### config.mk
export PLATFORM = sky130hd
export DESIGN_NAME = run_monitor
export DESIGN_NICKNAME = d
export VERILOG_FILES = /design/src/rtl/run_monitor_pkg.sv /design/src/rtl/run_monitor_sat_counter.sv /design/src/rtl/run_monitor.sv
export SDC_FILE = /design/constraint.sdc
export NUM_CORES = 1
export LEC_CHECK = 0
export ABC_CLOCK_PERIOD_IN_PS = 2810
export CAP_MARGIN = 20
export CELL_PAD_IN_SITES_DETAIL_PLACEMENT = 2
export CELL_PAD_IN_SITES_GLOBAL_PLACEMENT = 2
export CORE_UTILIZATION = 27
export DETAILED_ROUTE_END_ITERATION = 8
export PLACE_DENSITY = 0.75
export SLEW_MARGIN = 25
export SYNTH_ARGS = -nofsm -noshare
export SYNTH_HDL_FRONTEND = slang
export SYNTH_HIERARCHICAL = 1
export SYNTH_SLANG_ARGS = --single-unit
### constraint.sdc
create_clock -name clk -period 2.81 [get_ports clk]
set_clock_uncertainty 0.1 [all_clocks]
set_input_delay 0.281 -clock clk [delete_from_list [all_inputs] [get_ports clk]]
set_output_delay 0.281 -clock clk [all_outputs]
set_load 0.05 [all_outputs]
### src/rtl/run_monitor_pkg.sv
// run_monitor_pkg
// Shared definitions for the run monitor:
//   - state_t          : FSM encoding, also driven out on state_o
//   - HALT_OPC_DEFAULT : opcode that ends a run
//   - DRAIN_W          : width of the post-halt drain counter
//   - opc_field()      : pulls the 6-bit opcode out of an instruction word
package run_monitor_pkg;

  typedef enum logic [1:0] {
    ST_IDLE  = 2'd0,
    ST_RUN   = 2'd1,
    ST_DRAIN = 2'd2,
    ST_DONE  = 2'd3   // timeout also lands here, flagged separately
  } state_t;

  localparam logic [5:0] HALT_OPC_DEFAULT = 6'b010001;
  localparam int         DRAIN_W          = 8;

  // Opcode extraction kept in one place so every consumer slices the
  // instruction the same way.
  function automatic logic [5:0] opc_field(input logic [63:0] inst, input int lsb);
    logic [63:0] sh;
    sh = inst >> lsb;
    return sh[5:0];
  endfunction

endpackage

### src/rtl/run_monitor_sat_counter.sv
// sat_counter
// Up-counter that sticks at all-ones instead of wrapping.
//   clk   : rising-edge clock
//   reset : synchronous, active low, clears q
//   clr   : synchronous clear, wins over inc
//   inc   : count enable
//   q     : current count
module sat_counter #(
  parameter int W = 32
) (
  input  logic         clk,
  input  logic         reset,
  input  logic         clr,
  input  logic         inc,
  output logic [W-1:0] q
);

  logic [W-1:0] r_q;

  always_ff @(posedge clk) begin
    if (!reset) begin
      r_q <= '0;
    end else if (clr) begin
      r_q <= '0;
    end else if (inc && (r_q != {W{1'b1}})) begin
      r_q <= r_q + W'(1);
    end
  end

  assign q = r_q;

endmodule

### src/rtl/run_monitor.sv
// run_monitor
// Watches the retired-instruction stream of a core and measures one run:
// start launches it, a HALT opcode ends it (after an optional drain
// period waiting for multicycle operations), or a cycle budget expires.
//   clk, reset        : clock, synchronous active-low reset
//   start             : begin a run from IDLE or DONE
//   inst_valid/inst_in: retired instruction stream
//   opr_finished      : drain strobe, drain counter only steps on it
//   state_o           : FSM state (run_monitor_pkg::state_t)
//   done/timeout/busy : registered status flags
//   cycle_cnt/inst_cnt: saturating run statistics
module run_monitor
  import run_monitor_pkg::*;
#(
  parameter int          INST_W         = 32,
  parameter int          OPC_LSB        = 26,
  parameter logic [5:0]  HALT_OPC       = HALT_OPC_DEFAULT,
  parameter int          DRAIN_CYCLES   = 6,
  parameter int          TIMEOUT_CYCLES = 100000,
  parameter int          CNT_W          = 32,
  parameter int          GATE_VALID     = 1
) (
  input  logic              clk,
  input  logic              reset,
  input  logic              start,
  input  logic              inst_valid,
  input  logic [INST_W-1:0] inst_in,
  input  logic              opr_finished,
  output logic [1:0]        state_o,
  output logic              done,
  output logic              timeout,
  output logic              busy,
  output logic [CNT_W-1:0]  cycle_cnt,
  output logic [CNT_W-1:0]  inst_cnt
);

  localparam logic [DRAIN_W-1:0] DRAIN_INIT = DRAIN_W'(DRAIN_CYCLES);

  // Timeout compare is done wide so a budget larger than the counter can
  // hold simply never fires instead of aliasing.
  localparam int            TW      = CNT_W + 33;
  localparam logic [TW-1:0] TO_LAST = TW'(TIMEOUT_CYCLES) - TW'(1);

  state_t               r_state, w_state_nxt;
  logic [DRAIN_W-1:0]   r_drain, w_drain_nxt;
  logic                 r_done, w_done_nxt;
  logic                 r_timeout, w_timeout_nxt;
  logic                 r_busy, w_busy_nxt;

  logic                 w_qual;
  logic                 w_halt;
  logic                 w_drain_step;
  logic                 w_to_hit;
  logic                 w_clr;
  logic                 w_cyc_inc;
  logic                 w_inst_inc;
  logic [CNT_W-1:0]     w_cycle_cnt;
  logic [CNT_W-1:0]     w_inst_cnt;
  logic [TW-1:0]        w_cyc_ext;
  logic [5:0]           w_opc;
  logic                 w_unused_inst;

  // Only the opcode field matters; the rest of the word is intentionally
  // ignored.
  assign w_unused_inst = ^inst_in;

  assign w_opc        = opc_field(64'(inst_in), OPC_LSB);
  assign w_qual       = (GATE_VALID == 0) ? 1'b1 : inst_valid;
  assign w_halt       = w_qual && (w_opc == HALT_OPC);
  assign w_drain_step = opr_finished || (GATE_VALID == 0);

  // Fires on the RUN edge whose incremented count reaches TIMEOUT_CYCLES-1,
  // so the frozen cycle_cnt reads exactly TIMEOUT_CYCLES-1.
  assign w_cyc_ext = TW'(w_cycle_cnt) + TW'(1);
  assign w_to_hit  = (w_cyc_ext >= TO_LAST);

  always_ff @(posedge clk) begin
    if (!reset) begin
      r_state   <= ST_IDLE;
      r_drain   <= '0;
      r_done    <= 1'b0;
      r_timeout <= 1'b0;
      r_busy    <= 1'b0;
    end else begin
      r_state   <= w_state_nxt;
      r_drain   <= w_drain_nxt;
      r_done    <= w_done_nxt;
      r_timeout <= w_timeout_nxt;
      r_busy    <= w_busy_nxt;
    end
  end

  always_comb begin
    w_state_nxt   = r_state;
    w_drain_nxt   = r_drain;
    w_done_nxt    = r_done;
    w_timeout_nxt = r_timeout;
    w_clr         = 1'b0;
    w_cyc_inc     = 1'b0;
    w_inst_inc    = 1'b0;

    case (r_state)
      ST_IDLE, ST_DONE: begin
        if (start) begin
          w_state_nxt   = ST_RUN;
          w_clr         = 1'b1;
          w_done_nxt    = 1'b0;
          w_timeout_nxt = 1'b0;
        end
      end

      ST_RUN: begin
        w_cyc_inc  = 1'b1;
        w_inst_inc = w_qual;
        // Halt outranks a coincident timeout.
        if (w_halt) begin
          if (DRAIN_CYCLES == 0) begin
            w_state_nxt = ST_DONE;
            w_done_nxt  = 1'b1;
          end else begin
            w_state_nxt = ST_DRAIN;
            w_drain_nxt = DRAIN_INIT;
          end
        end else if (w_to_hit) begin
          w_state_nxt   = ST_DONE;
          w_timeout_nxt = 1'b1;
        end
      end

      ST_DRAIN: begin
        w_cyc_inc = 1'b1;
        if (w_drain_step) begin
          w_drain_nxt = r_drain - DRAIN_W'(1);
          // <= 1 also catches a zero count so DRAIN can never stick.
          if (r_drain <= DRAIN_W'(1)) begin
            w_drain_nxt = '0;
            w_state_nxt = ST_DONE;
            w_done_nxt  = 1'b1;
          end
        end
      end

      default: begin
        w_state_nxt = ST_IDLE;
      end
    endcase

    w_busy_nxt = (w_state_nxt == ST_RUN) || (w_state_nxt == ST_DRAIN);
  end

  sat_counter #(.W(CNT_W)) u_cycle_cnt (
    .clk   (clk),
    .reset (reset),
    .clr   (w_clr),
    .inc   (w_cyc_inc),
    .q     (w_cycle_cnt)
  );

  sat_counter #(.W(CNT_W)) u_inst_cnt (
    .clk   (clk),
    .reset (reset),
    .clr   (w_clr),
    .inc   (w_inst_inc),
    .q     (w_inst_cnt)
  );

  assign state_o   = r_state;
  assign done      = r_done;
  assign timeout   = r_timeout;
  assign busy      = r_busy;
  assign cycle_cnt = w_cycle_cnt;
  assign inst_cnt  = w_inst_cnt;

endmodule

=== Word-level counts from Yosys, hierarchy flattened ===
Index checks and enable logic that the tools add are counted.

* Div/mod/pow operators: 0
* Multipliers: 0
* Shifts and indexed selects: 0
* Muxes and demuxes: 21
* Add/sub/neg operators: 4
* $lt $le $gt $ge: 2
* Equality and inequality tests: 14
* Bitwise gates (word level): 1
* Reductions and logical operators: 14

{| class="wikitable"
|+ Operators with widths
! kind !! count
|-
| 32-bit by 1-bit adder with 32-bit output (second input constant) || 2
|-
| 32-bit inequality test (second input constant) || 2
|-
| 32-bit by 1-bit adder with 33-bit output (second input constant) || 1
|-
| 33-bit by 17-bit greater-or-equal comparator with 1-bit output (second input constant) || 1
|-
| 8-bit 2-to-1 mux || 3
|-
| 8-bit one-hot mux with 2 select lines || 1
|-
| 2-bit inequality test (second input constant) || 6
|-
| 2-bit 2-to-1 mux || 5
|-
| 1-bit 2-to-1 mux || 9
|-
| 8-bit by 1-bit <= comparator with 1-bit output (second input constant) || 1
|-
| 4-bit AND reduction || 2
|-
| 8-bit by 1-bit subtractor with 8-bit output (second input constant) || 1
|-
| 2-bit equality test (second input constant) || 3
|-
| 6-bit by 5-bit equality test with 1-bit output (second input constant) || 1
|-
| 2-bit one-hot mux with 3 select lines || 1
|-
| 2-bit nonzero test || 3
|-
| 2-bit OR reduction || 3
|-
| 2-bit by 1-bit equality test with 1-bit output (second input constant) || 2
|-
| 1-bit one-hot mux with 2 select lines || 2
|-
| 1-bit logical AND || 3
|-
| 3-bit AND reduction || 1
|-
| 2-bit logical NOT || 1
|-
| 1-bit logical OR || 1
|-
| 1-bit NOT || 1
|}

* Memory bits (writable): 0
* Bits in read-only memories: 0
* Word-level logic and storage cells: 63
* Register bits after elaboration: 77
* Memories: 0
* Latch bits: 0

=== Depth between registers and ports, before layout ===
* Depth in word-level cells: 7
* Mapped depth: 10
* Mapped depth without buffers: 9

=== Cells and area by module ===
Netlist, hierarchy kept.

{| class="wikitable"
|+ Modules (own cells, without submodules)
! module !! area each (um2) !! times used !! cells an instance
|-
| sat_counter || 1667.8 || 2 || 203
|-
| run_monitor || 1574.0 || 1 || 211
|}

=== Worst setup path after synthesis ===
Ideal clock, no wire load.

* Path kind: reg2reg
* Start point: reg u_cycle_cnt.r_q[0], in the netlist u_cycle_cnt/q[0]
* End point: reg r_busy, in the netlist busy
* Arrival: 2883 ps
* Period minus slack after synthesis: 3097 ps
* Required time: 2596 ps
* Stages on the path, launching flop included: 9
* Slack: -287 ps
* Setup time: 114 ps
* Path through: dfxtp_1 -> ha_1 -> nand3_1 -> or4b_1 -> a2111oi_1 -> o22ai_1 -> a31oi_1 -> a2111oi_1 -> a21o_1

* Longest elaborated chain between the ends: 7
* Elaborated cells between the ends (all ways): 8
* Classes of those cells: add/sub: 1; order compare: 1; eq/ne: 2; mux: 3; reduce/logical: 1

{| class="wikitable"
|+ Ends and longest elaborated chain
! element !! line !! RTL
|-
| start, declared || run_monitor_sat_counter.sv:18 || <nowiki>logic [W-1:0] r_q;</nowiki>
|-
| start signal, assigned || run_monitor_sat_counter.sv:26 || <nowiki>r_q <= r_q + W'(1);</nowiki>
|-
| 32-bit by 1-bit adder with 33-bit output * || run_monitor.sv:74 || <nowiki>assign w_cyc_ext = TW'(w_cycle_cnt) + TW'(1);</nowiki>
|-
| 33-bit by 17-bit greater-or-equal comparator with 1-bit output * || run_monitor.sv:75 || <nowiki>assign w_to_hit = (w_cyc_ext >= TO_LAST);</nowiki>
|-
| 2-bit 2-to-1 mux * || run_monitor.sv:124 || <nowiki>end else if (w_to_hit) begin</nowiki>
|-
| 2-bit 2-to-1 mux * || run_monitor.sv:116 || <nowiki>if (w_halt) begin</nowiki>
|-
| 2-bit one-hot mux with 3 select lines * || run_monitor.sv:102 || <nowiki>case (r_state)</nowiki>
|-
| 2-bit by 1-bit equality test with 1-bit output / 2-bit equality test (equally long branches) || run_monitor.sv:148 || <nowiki>w_busy_nxt = (w_state_nxt == ST_RUN) || (w_state_nxt == ST_DRAIN);</nowiki>
|-
| 1-bit logical OR * || run_monitor.sv:148 ||
|-
| end signal, assigned || run_monitor.sv:89 || <nowiki>r_busy <= w_busy_nxt;</nowiki>
|-
| end, declared || run_monitor.sv:48 || <nowiki>logic r_busy, w_busy_nxt;</nowiki>
|}

Mark *: on every way between the ends. The rest lies on a longest branch, timed or not.
A chain may end at the register's enable or synchronous reset.

=== Worst setup path in the final report ===
* Start point: reg u_cycle_cnt.r_q[0], in the netlist u_cycle_cnt/q[0]
* End point: reg u_cycle_cnt.r_q[20], in the netlist u_cycle_cnt/q[20]

* Longest elaborated chain between the ends: 2
* Elaborated cells between the ends (all ways): 3
* Classes of those cells: add/sub: 1; eq/ne: 1; reduce/logical: 1

{| class="wikitable"
|+ Ends and longest elaborated chain
! element
|-
| parallel branches: the longest is 2 deep, another holds 32-bit by 1-bit adder with 32-bit output
|}

Several ways; the timed one is not identified.

==> reports/results.ini <==
[global_route]
track_usage_pct = 21.1
top_usage_layer = met2
met2_usage_pct = 36.0
grt_pass1_vias = 5681
grt_use_met1_pct = 26.8
grt_use_met3_pct = 4.15
gr-total-overflow = 0
grt_max_degree = 22
grt_pass1_wl_um = 31000
antenna_found_initial = 0

[clock_network]
cts_htree_levels = 3
clkTransAtPathRegs_ns = 0.06
postCtsHoldBufs = 0
cts_made_buffers = 9
clock_latency_ns = 0.35
clock_sinks = 77
clockBufferDepth = 2
cts_root_buf = clkbuf_16
cts_tree = done

[placement]
io_buffers = 79
place_hpwl_um = 13800
placed_area_sq_um = 6190
place.gp.congestion = 0.807

[route]
ant_nets = 0
viasPerCell = 5.69
wire_per_inst_um = 19.8
wirelength_um = 18900
vias = 5442
drt_iter0_drc = 261
drc = 0
drt_pass1_iterations = 4

[pwr]
ir_drop_mv = 0.305
power_frac_comb_pct = 30.6
p_seq_share_pct = 35.9
clkPwrFrac_pct = 33.6
switchingPower_w = 0.00125
leakagePower_nw = 2.13
fin_total_pwr_w = 0.00346
switching_share_pct = 36.2
internal-power_w = 0.00221
powerDensity_nw_per_um2 = 532

[synth]
yosysMostFrequentCell = dfxtp_1
synth_top_area_share_pct = 31.4
synth-edff-count = 0
ys_seq_area_share_pct = 31.4
avgSynthCellArea_sq_um = 7.96
netlist_instances = 617
synthDistinctLibCells = 68
netlist_area_sq_um = 4910
synth_top_area_cell = dfxtp_1
ys_seq_elements = 77
syn-num-nets = 662
synthTopCellsByCount = 77 x dfxtp_1, 53 x a21oi_1, 49 x nand2_1
ys.flop_type = dfxtp_1
synth_area_leaders = dfxtp_1 31%, a21oi_1 5.4%, nand4_1 4.8%, or3_1 4.1%, xnor2_1 3.9%
yosys_warnings = 6
synthArstFlopShare_pct = 0

[worst_setup_path]
crit_fanout = 9
r2r_slack_ns = 0.17
cp-end-kind = flop
crit_arrival_ns = 2.77
reg2reg_depth = 7
critPathSlowestCell = a2111oi_0
worst-path-buf-inv = 1
crit_family = compound AO/OA/AOI/OAI gates
r2r_end = u_cycle_cnt/q[20]
max_stage_delay_ns = 0.85
rr_startpoint = u_cycle_cnt/q[0]
path_cells = buf_4 > ha_1 > and3_1 > nand4_1 > a2111oi_0 > xnor2_1 > nor2_1
worstPathRequired_ns = 2.94
start_kind = flop
critPathKind = reg -> reg

[outcome]
status = finished clean

[hold_path]
hold_start = u_inst_cnt/q[27]
hold_end = u_inst_cnt/q[27]
hold_depth = 2
hold_path_class = reg -> reg

[sta]
relSlewSlack_pct = 38.9
finalCritPeriodShare_pct = 94.1
setup_viol = 0
hold_violations = 0
slew_viol_final = 0
tightest_slew_ns = 0.893
min_period_ns = 2.64
clock.fmax_mhz = 378
timing.hold.ws_ns = 0.415
rsz0062_at_grt = false

[finish]
area_growth_pct = 32.5
final_layout_size_suffix_gt1_share_pct = 13.9
antenna_cells = 0
multiInputGateArea_sq_um = 3220
fillerInstances = 1974
final_nets = 772
seq_area_sq_um = 1560
finalInstanceArea_sq_um = 6510

[die]
die_x_um = 137
io_pins = 106
fp.dieArea_sq_um = 18700
start_util_pct = 28.0
core-area_sq_um = 17500
die_h_um = 137
num_rows = 48

[run]
maxCapViolCount = 0

[layout make-up]
| type | instances | share of cell area (%) |
|---|---|---|
| Multi-Input combinational cell | 503 | 49.5 |
| Sequential cell | 77 | 23.9 |
| Timing Repair Buffer | 120 | 16.9 |
| Tap cell | 225 | 4.33 |
| Clock buffer | 11 | 3.88 |
| Inverter | 16 | 0.923 |
| Clock inverter | 5 | 0.519 |
[per-stage QoR]
step	instances	utilization [%]	setup slack [ns]	setup TNS, ns
final	957	37.1	0.165	0
after floorplan	617	-	-0.00404	-0.00404
after global placement	939	35.3	0.199	0
after detailed placement	939	35.3	0.0104	0
after global routing	957	37.1	0.00422	0
after CTS	955	36.9	0.0290	0
[power by group through the flow]
stage / clock network, W / logic, W / registers [W]
final: 0.00116 / 0.00106 / 0.00124
after global routing: 0.00123 / 0.00117 / 0.00125
after CTS: 0.00120 / 0.00107 / 0.00124
after detailed placement: 0 / 0.00105 / 0.00127
after global placement: 0 / 0.000977 / 0.00125
after floorplan: 0 / 0.000611 / 0.00132
[worst min-delay path, stage by stage, from the launching register on]
cell and delay, ns:
dfxtp_1 0.33, o21ai_0 0.08, a21oi_1 0.06
[logic make-up after synthesis]
family                   count (synthesis)  synth area share [%]
AO/OA/AOI/OAI                          162                  21.6
XOR/XNOR                                24                  4.28
adder cells (fa/ha/maj)                  8                  2.04
buffers and inverters                   37                  3.26
flip-flops                              77                  31.4
multiplexers                             5                  1.04
AND/OR/NAND/NOR                        304                  36.4
[worst max-delay path by stage]
stage / endpoint / from / cells past startpoint
2_1_floorplan: busy / u_cycle_cnt/q[0] / 8
3_3_place_gp: busy / inst_valid / 8
3_5_place_dp: busy / inst_in[30] / 7
4_1_cts: state_o[1] / u_cycle_cnt/q[20] / 8
5_1_grt: busy / r_drain[3] / 7
6_report: u_cycle_cnt/q[20] / u_cycle_cnt/q[0] / 7
[state kept, by name, summed over array words and instances, names as in the netlist]
signal	flops
busy	1
done	1
r_drain	8
state_o	2
timeout	1
u_cycle_cnt/q	32
u_inst_cnt/q	32
[metal layers]
metal  vias to the layer above  wire length, um
met5                         -                0
met4                         0              261
met3                        24              737
met2                       111             9100
met1                      2730             8840
li1                       2577                -
[cells in the final DEF (no fill, tap or decap), types with 4 or more instances in the layout]
cell	n
clkdlybuf4s50_1	79
nor2_1	47
nor4_2	5
a2111oi_0	5
nand4_1	38
o21ai_0	15
dfxtp_2	12
nor3_1	11
o21ai_1	21
or3_1	32
mux2i_1	4
buf_4	41
and3_1	23
a21oi_1	53
or4_1	4
o211ai_1	12
a211oi_1	9
and4_1	8
clkbuf_16	9
nand3_1	27
nor4_1	4
a31oi_1	4
nor3b_1	6
inv_1	16
and2_1	6
nand2_1	49
nor3_2	5
nand2b_1	8
nor2b_1	6
or2_2	6
a31o_1	4
ha_1	8
xnor2_1	22
dfxtp_1	65
o31ai_1	4
[timing repair]
item,in CTS,in global routing
buffers inserted,0,2
resized for setup,0,6
setup endpoints to repair,0,4
Note: power is estimated with default switching activity, not from simulation.
